### config.mk
export PLATFORM = sky130hd
export DESIGN_NAME = e203_irq_stim_gen
export DESIGN_NICKNAME = d
export VERILOG_FILES = /design/src/rtl/e203_irq_stim_gen.sv
export SDC_FILE = /design/constraint.sdc
export NUM_CORES = 1
export LEC_CHECK = 0
export BUFFER_PORTS_ARGS = -buffer_cell sky130_fd_sc_hd__buf_2
export CORE_MARGIN = 2
export CORE_UTILIZATION = 25
export CTS_CLUSTER_SIZE = 12
export DETAILED_ROUTE_END_ITERATION = 7
export PLACE_DENSITY = 0.51
export SKIP_LAST_GASP = 1
export SLEW_MARGIN = 20
export SYNTH_ARGS = -nofsm -noshare
export SYNTH_HDL_FRONTEND = slang
export SYNTH_SLANG_ARGS = --single-unit
### constraint.sdc
create_clock -name clk -period 7.25 [get_ports clk]
set_input_delay 1.8125 -clock clk [delete_from_list [all_inputs] [get_ports clk]]
set_output_delay 1.8125 -clock clk [all_outputs]
set_load 0.005 [all_outputs]
### src/rtl/e203_irq_stim_gen.sv
// ---------------------------------------------------------------------------
// e203_irq_stim_gen
//
// Interrupt-stimulus generator for one IRQ line of e203_subsys_main. It
// watches the commit stage. When the commit of ARM_PC shows that mtvec has
// been set up, the block waits a pseudo-random number of cycles and then
// raises irq_o. It lowers irq_o again when the handler's pre-mret
// instruction (ACK_PC) commits. It then re-arms with a fresh random delay
// until MAX_IRQS interrupts have been acknowledged, stop_req is seen, or an
// acknowledge fails to arrive within ACK_TIMEOUT cycles.
//
// Ports
//   clk        in   1        core clock
//   rst_n      in   1        asynchronous active-low reset
//   enable     in   1        generator enable; low forces IDLE
//   cmt_valid  in   1        commit valid
//   cmt_pc     in   PC_SIZE  committing PC
//   stop_req   in   1        level: finish the current IRQ, then stop
//   irq_o      out  1        IRQ to the core (registered)
//   state_o    out  3        FSM state (IDLE=0 ARMED=1 DELAY=2 ASSERT=3 DONE=4)
//   irq_cnt_o  out  32       acknowledged IRQ count (saturating)
//   timeout_o  out  1        sticky acknowledge-timeout flag
// ---------------------------------------------------------------------------
module e203_irq_stim_gen #(
    parameter int unsigned          PC_SIZE     = 32,
    parameter logic [PC_SIZE-1:0]   ARM_PC      = PC_SIZE'(32'h8000015C),
    parameter logic [PC_SIZE-1:0]   ACK_PC      = PC_SIZE'(32'h800000A6),
    parameter int unsigned          DELAY_W     = 10,
    parameter logic [31:0]          LFSR_SEED   = 32'hACE12345,
    parameter int unsigned          MAX_IRQS    = 32,
    parameter int unsigned          ACK_TIMEOUT = 4096
) (
    input  logic               clk,
    input  logic               rst_n,
    input  logic               enable,
    input  logic               cmt_valid,
    input  logic [PC_SIZE-1:0] cmt_pc,
    input  logic               stop_req,
    output logic               irq_o,
    output logic [2:0]         state_o,
    output logic [31:0]        irq_cnt_o,
    output logic               timeout_o
);

    typedef enum logic [2:0] {
        S_IDLE   = 3'd0,
        S_ARMED  = 3'd1,
        S_DELAY  = 3'd2,
        S_ASSERT = 3'd3,
        S_DONE   = 3'd4
    } state_t;

    localparam logic [31:0]          LFSR_TAPS = 32'h80200003;
    localparam int unsigned          WDOG_W    = $clog2(ACK_TIMEOUT + 1);
    localparam logic [WDOG_W-1:0]    WDOG_LAST = WDOG_W'(ACK_TIMEOUT - 1);
    localparam logic [WDOG_W-1:0]    WDOG_ONE  = {{(WDOG_W-1){1'b0}}, 1'b1};
    localparam logic [DELAY_W:0]     DLY_ONE   = {{DELAY_W{1'b0}}, 1'b1};
    localparam logic [31:0]          MAX_CNT   = MAX_IRQS;

    state_t              state;
    logic [31:0]         lfsr;
    logic [DELAY_W:0]    delay_cnt;
    logic [WDOG_W-1:0]   wdog;

    logic                hit_arm;
    logic                hit_ack;
    logic [31:0]         lfsr_next;
    logic [DELAY_W:0]    delay_seed;
    logic [31:0]         cnt_inc;

    assign hit_arm = cmt_valid && (cmt_pc == ARM_PC);
    assign hit_ack = cmt_valid && (cmt_pc == ACK_PC);

    // Galois form: shift right and fold the taps back in when a one drops out.
    assign lfsr_next = {1'b0, lfsr[31:1]} ^ (lfsr[0] ? LFSR_TAPS : 32'h0);

    // One extra bit so that lfsr+1 can reach 2^DELAY_W without wrapping.
    assign delay_seed = {1'b0, lfsr[DELAY_W-1:0]} + DLY_ONE;

    // The count sticks at all-ones instead of wrapping back to zero.
    assign cnt_inc = (irq_cnt_o == 32'hFFFF_FFFF) ? irq_cnt_o : irq_cnt_o + 32'd1;

    assign state_o = state;

    // Whole generator FSM with its counters and registered outputs.
    // DELAY counts the loaded value d down to zero and raises the IRQ on the
    // edge that sees zero. If the arming (or acknowledging) commit is sampled
    // at edge T, irq_o is therefore high from edge T+1+d.
    // Dropping enable parks the block in IDLE but keeps the count and the
    // timeout flag, so software can still read what happened.
    always_ff @(posedge clk or negedge rst_n) begin
        if (!rst_n) begin
            state     <= S_IDLE;
            irq_o     <= 1'b0;
            irq_cnt_o <= 32'd0;
            timeout_o <= 1'b0;
            lfsr      <= LFSR_SEED;
            delay_cnt <= '0;
            wdog      <= '0;
        end else begin
            if (enable) begin
                lfsr <= lfsr_next;
            end

            if (!enable) begin
                state     <= S_IDLE;
                irq_o     <= 1'b0;
                delay_cnt <= '0;
                wdog      <= '0;
            end else begin
                case (state)
                    S_IDLE: begin
                        state <= S_ARMED;
                    end

                    S_ARMED: begin
                        if (hit_arm) begin
                            state     <= S_DELAY;
                            delay_cnt <= delay_seed;
                        end
                    end

                    S_DELAY: begin
                        if (stop_req) begin
                            state     <= S_DONE;
                            delay_cnt <= '0;
                        end else if (delay_cnt == '0) begin
                            state <= S_ASSERT;
                            irq_o <= 1'b1;
                            wdog  <= '0;
                        end else begin
                            delay_cnt <= delay_cnt - DLY_ONE;
                        end
                    end

                    S_ASSERT: begin
                        // stop_req alone never drops the line. Only an ack
                        // or the watchdog ends the pulse.
                        if (hit_ack) begin
                            irq_o     <= 1'b0;
                            irq_cnt_o <= cnt_inc;
                            wdog      <= '0;
                            if (stop_req || (cnt_inc == MAX_CNT)) begin
                                state <= S_DONE;
                            end else begin
                                state     <= S_DELAY;
                                delay_cnt <= delay_seed;
                            end
                        end else if (wdog == WDOG_LAST) begin
                            irq_o     <= 1'b0;
                            timeout_o <= 1'b1;
                            wdog      <= '0;
                            state     <= S_DONE;
                        end else begin
                            wdog <= wdog + WDOG_ONE;
                        end
                    end

                    S_DONE: begin
                        irq_o <= 1'b0;
                    end

                    default: begin
                        state <= S_IDLE;
                        irq_o <= 1'b0;
                    end
                endcase
            end
        end
    end

endmodule
* Word level (Yosys, flattened, before mapping)
Cells that the tools add are included.
** Word-level totals
- Flip-flop bits (word level) :: 93
- Bits of input ports :: 37
- Logic and storage cells :: 75
** Cells by class
- Bitwise logic cells :: 2
- Equality and inequality tests :: 21
- $add $sub $neg :: 4
- Reduce and logical (&&, ||, !) cells :: 12
- Multiplexer cells :: 29
** Operators with widths (number)
- 32-bit == test, second input constant :: 3
- 11-bit 2-to-1 mux :: 6
- 13-bit 2-to-1 mux :: 5
- 32-bit 2-to-1 mux :: 2
- 11-bit case mux with 3 select lines :: 1
- 32-bit by 1-bit adder with 32-bit output, second input constant :: 1
- 32-bit by 6-bit == test with 1-bit output, second input constant :: 1
- 31-bit by 32-bit XOR with 32-bit output :: 1
- 13-bit case mux with 2 select lines :: 1
- 3-bit 2-to-1 mux :: 7
- 3-bit != test, second input constant :: 5
- 3-bit case mux with 5 select lines :: 1
- 13-bit by 1-bit adder with 13-bit output, second input constant :: 1
- 13-bit by 12-bit == test with 1-bit output, second input constant :: 1
- 4-bit != test, second input constant :: 3
- 4-bit AND reduction :: 3
- 10-bit by 1-bit adder with 11-bit output, second input constant :: 1
- 11-bit zero test :: 1
- 11-bit by 1-bit subtractor with 11-bit output, second input constant :: 1
- 3-bit by 2-bit == test with 1-bit output, second input constant :: 2
- 3-bit AND reduction :: 2
- 1-bit 2-to-1 mux :: 5
- 5-bit AND reduction :: 1
- 2-bit != test, second input constant :: 2
- 10 further kinds :: 11

* Depth between registers and ports, before layout
- Word-level depth :: 8
- Depth in mapped cells :: 13
- Gate-level depth less buffers :: 10

* Least setup slack after synthesis
Ideal clock, no wire load.
- Kind :: input to register
- Start :: input cmt_pc[0]
- End :: register delay_cnt[1]
- Path buffers :: 0
- Arrival time :: 3850 ps
- Stages on the path :: 7
- Slack :: 3279 ps
- Setup time :: 122 ps
- Path through :: nor4bb_1 and4_1 nand4_1 a211o_1 a21boi_0 o221ai_1 a32o_1
** Between the ends
- Longest elaborated chain between the ends :: 4
- Elaborated cells between the ends (all ways) :: 7
- Classes of those cells :: eq/ne: 4; reduce/logical: 3
** Ends and longest elaborated chain
- from (decl) :: line 37 : input logic [PC_SIZE-1:0] cmt_pc,
- 32-bit == test (on tied branches) :: line 72, 71
- 1-bit logical AND (on tied branches) :: line 72, 71
- 3-bit != test (no line)
- 5-bit AND reduction (no line) (*)
- to (signal assigned) :: line 119 : delay_cnt <= delay_seed;
- to (signal assigned) :: line 132 : delay_cnt <= delay_cnt - DLY_ONE;
- to (signal assigned) :: line 147 : delay_cnt <= delay_seed;
- to (decl) :: line 62 : logic [DELAY_W:0] delay_cnt;
Mark *: on every way between the ends. The rest lies on a longest branch, timed or not.
A chain may end at the register's enable or synchronous reset.

* Worst setup path in the final report
- Start :: input enable
- End :: register irq_cnt_o[22]
** Between the ends
- Longest elaborated chain between the ends :: 1
** Ends and longest elaborated chain
- from (decl) :: line 35 : input logic enable,
- 3-bit AND reduction (no line)
- to (signal assigned) :: line 141 : irq_cnt_o <= cnt_inc;
- to (decl) :: line 41 : output logic [31:0] irq_cnt_o,
No other way between the ends.

==> qor.csv <==
metric,value,unit
Crit-path slowest cell,nor2_1,
RSZ-0062 raised after global routing,no,
diodes inserted,0,
drt pass-1 iters,4,
DPL Wire Length,10180,um
worst path bufs/invs,3,
Hold WC Path Type,reg -> reg,
Final Hold Fails,0,
placed insts,911,
die height,153.1,um
P&R area growth vs syn,16.57,%
worst slew pin tran,0.8637,ns
final setup fails,0,
Post-Syn Area,5557,um^2
area share of the largest cell type after synthesis,35.58,%
via/cell ratio,5.015,
Setup CP Type,in -> reg,
combinational share of power,25.3,%
YS warnings,0,
DR DRC count,0,
Setup crit end kind,flip-flop,
Final Cycle Share,60.05,%
Sw Share,30.67,%
port bufs,73,
"count leader, synth",dfrtp_1,
routed via count,4644,
post-synthesis sequential area ratio,42.20,%
clock root cell,clkbuf_16,
vias in the first global route,4519,
Max Buffers Root-to-Sink,2,
die area,23440,um^2
starting density of the core,25.46,%
worst endpoint required time,7.48,ns
overall routing resource usage,12.34,%
crit-path max FO,40,
Rows,54,
"CP delay by family, top",simple AND/OR/NAND/NOR gates,
final wirelength,14100,um
synth top area cells,"dfrtp_1, dfstp_2, mux2_2, xnor2_1, nand2_1",
CTS Sinks,93,
Rel. slew slack,41.90,%
Num CTS Buffers,9,
clk slew on worst S/H paths,0.07,ns
IO Pins,74,
hold path depth,1,
Seq pwr share,44.3,%
CTS tree,done,
post-layout minimum cycle time,4.354,ns
Arrival @ worst endpoint,4.59,ns
Post-CTS Setup Bufs,0,
cts repair resizes,0,
CTS H-tree lvls,3,
number of synthesized flops with an enable pin,0,
delay of the slowest critical-path stage,0.63,ns
Levels on crit path,9,
"Distinct cells, synth",66,
first-pass GRT wire length,23770,um
Max Cap Viol,0,
post-synth top area cell,dfrtp_1,
cts hold-fix bufs,0,
"Clk Latency, worst-skew pair",0.35,ns
initial antenna violation count,0,
Die Wd,153.1,um
"Cell Area, Placed",6152,um^2
Max Clk Rate,229.7,MHz
power density cells,266.6,nW/um^2
GPL Wtd Cong,0.8127,
Internal,1.197,mW
Slew Limit Fails,0,
Mean Syn Cell Area,9.482,um^2
1st-iter DRT viols,225,
Mapped Cells,586,
largest net degree at the start of global routing,52,
Synthesized Nets,627,
Post-synth top cells,"dfrtp_1, nand2_1, nor2_1",
Setup TNS Final,0,ns
most common flop cell mapped by yosys,dfrtp_1,
ys async rst share,100.0,%
R2R depth,10,
Sw Pwr,0.5295,mW
Non-Filler Instances,926,
standby leakage power,2.741,nW
CP cell instances,"buf_2, buf_4, inv_1, nor2_1, nand2_1, nor2_1, nand2_1, or2_2, xnor2_1",
startpoint types,primary input,
Core Area,21820,um^2
fin nets,683,
outcome,"finished, final reports clean",
clock skew,0.01223,ns
Avg WL per Cell,15.23,um
Layout fillers,2328,
fin area,6477,um^2
peak supply drop,0.1210,mV
gr ovfl total,0,
Post-DRT Antenna Nets,0,
clock power share,30.4,%
fraction of layout cells with a size suffix above 1,23.99,%
register bit total from synthesis,93,
-- metrics by stage --
step	power [mW]	utilization, %	hold WS (ns)	setup WS (ns)
floorplan	1.089	-	0.4375	3.279
global placement	1.211	28.19	0.4696	2.455
detailed placement	1.213	28.19	0.4657	2.462
CTS	1.746	29.68	0.4791	2.829
global route	1.840	29.68	0.5033	2.545
finish	1.727	29.68	0.4823	2.896
-- layer usage --
metal  wire length [um]  GRT usage, %
met5                  0             0
met4                214         4.409
met3                539         2.098
met2               6253         18.35
met1               7093         17.97
-- final cells by class --
class	instances	area, um^2	area share [%]
multi-input cells	452	3025	46.71
flip-flops and latches	93	2345	36.20
repair buffers	77	397.9	6.143
well taps	280	350.3	5.409
clock buffers	12	256.5	3.960
clock inverters	3	68.82	1.062
inverters	9	33.78	0.5215
-- final timing paths --
kind / slack (ns) / to / startpoint
max in group asynchronous: 4.72 / lfsr[18] / rst_n
setup / recovery: 2.90 / irq_cnt_o[22] / enable
min in group asynchronous: 1.45 / irq_cnt_o[10] / rst_n
hold / removal: 0.48 / wdog[8] / wdog[8]
hold reg to reg: 0.48 / wdog[8] / wdog[8]
setup reg to reg: 3.34 / delay_cnt[8] / irq_cnt_o[0]
-- layout by cell type, fill, tap and decap left out, types with 9 or more instances in the layout --
cell type and n:
and3_1 12, clkbuf_16 9, nor4_1 13, buf_2 72, nor2_1 47, nand4_1 17
dfstp_2 14, dfrtp_1 79, a21oi_1 11, xor2_1 18, and2_1 9, and4_1 9
xnor2_1 37, o21ai_0 29, nand3_1 38, nand2_1 58, mux2_2 29, inv_1 9
nor3_1 19
-- power groups by stage --
stage	Sequential, mW	Combinational, mW	Clock [mW]
global route	0.789	0.488	0.563
floorplan	0.738	0.351	0
detailed placement	0.776	0.438	0
CTS	0.766	0.441	0.539
finish	0.765	0.437	0.525
global placement	0.775	0.437	0
-- cell families after synthesis --
kind of cell,count (synthesis),synth area share (%)
AOI/OAI and AO/OA,100,12.23
and+or+nand+nor,262,26.32
DFF,93,42.20
xor gates and xnor gates,55,8.669
adders and majority gates,4,0.9007
buffers and inverters,41,3.445
muxes,31,6.237
-- flip-flops by register name (all words and copies together), names as in the netlist --
name	count
delay_cnt	11
irq_cnt_o	32
irq_o	1
lfsr	32
state_o	3
timeout_o	1
wdog	13
-- worst reg2reg max path: stages (launching register included) --
cell      delay [ns]
dfrtp_1         0.46
ha_1            0.27
nand4_2         0.20
nor4_2          0.61
a21oi_1         0.20
a211oi_1        0.29
o22ai_1         0.17
or3_1           0.39
o41a_1          0.54
o21a_1          0.38
a32o_1          0.29
Note: power is estimated with default switching activity, not from simulation.
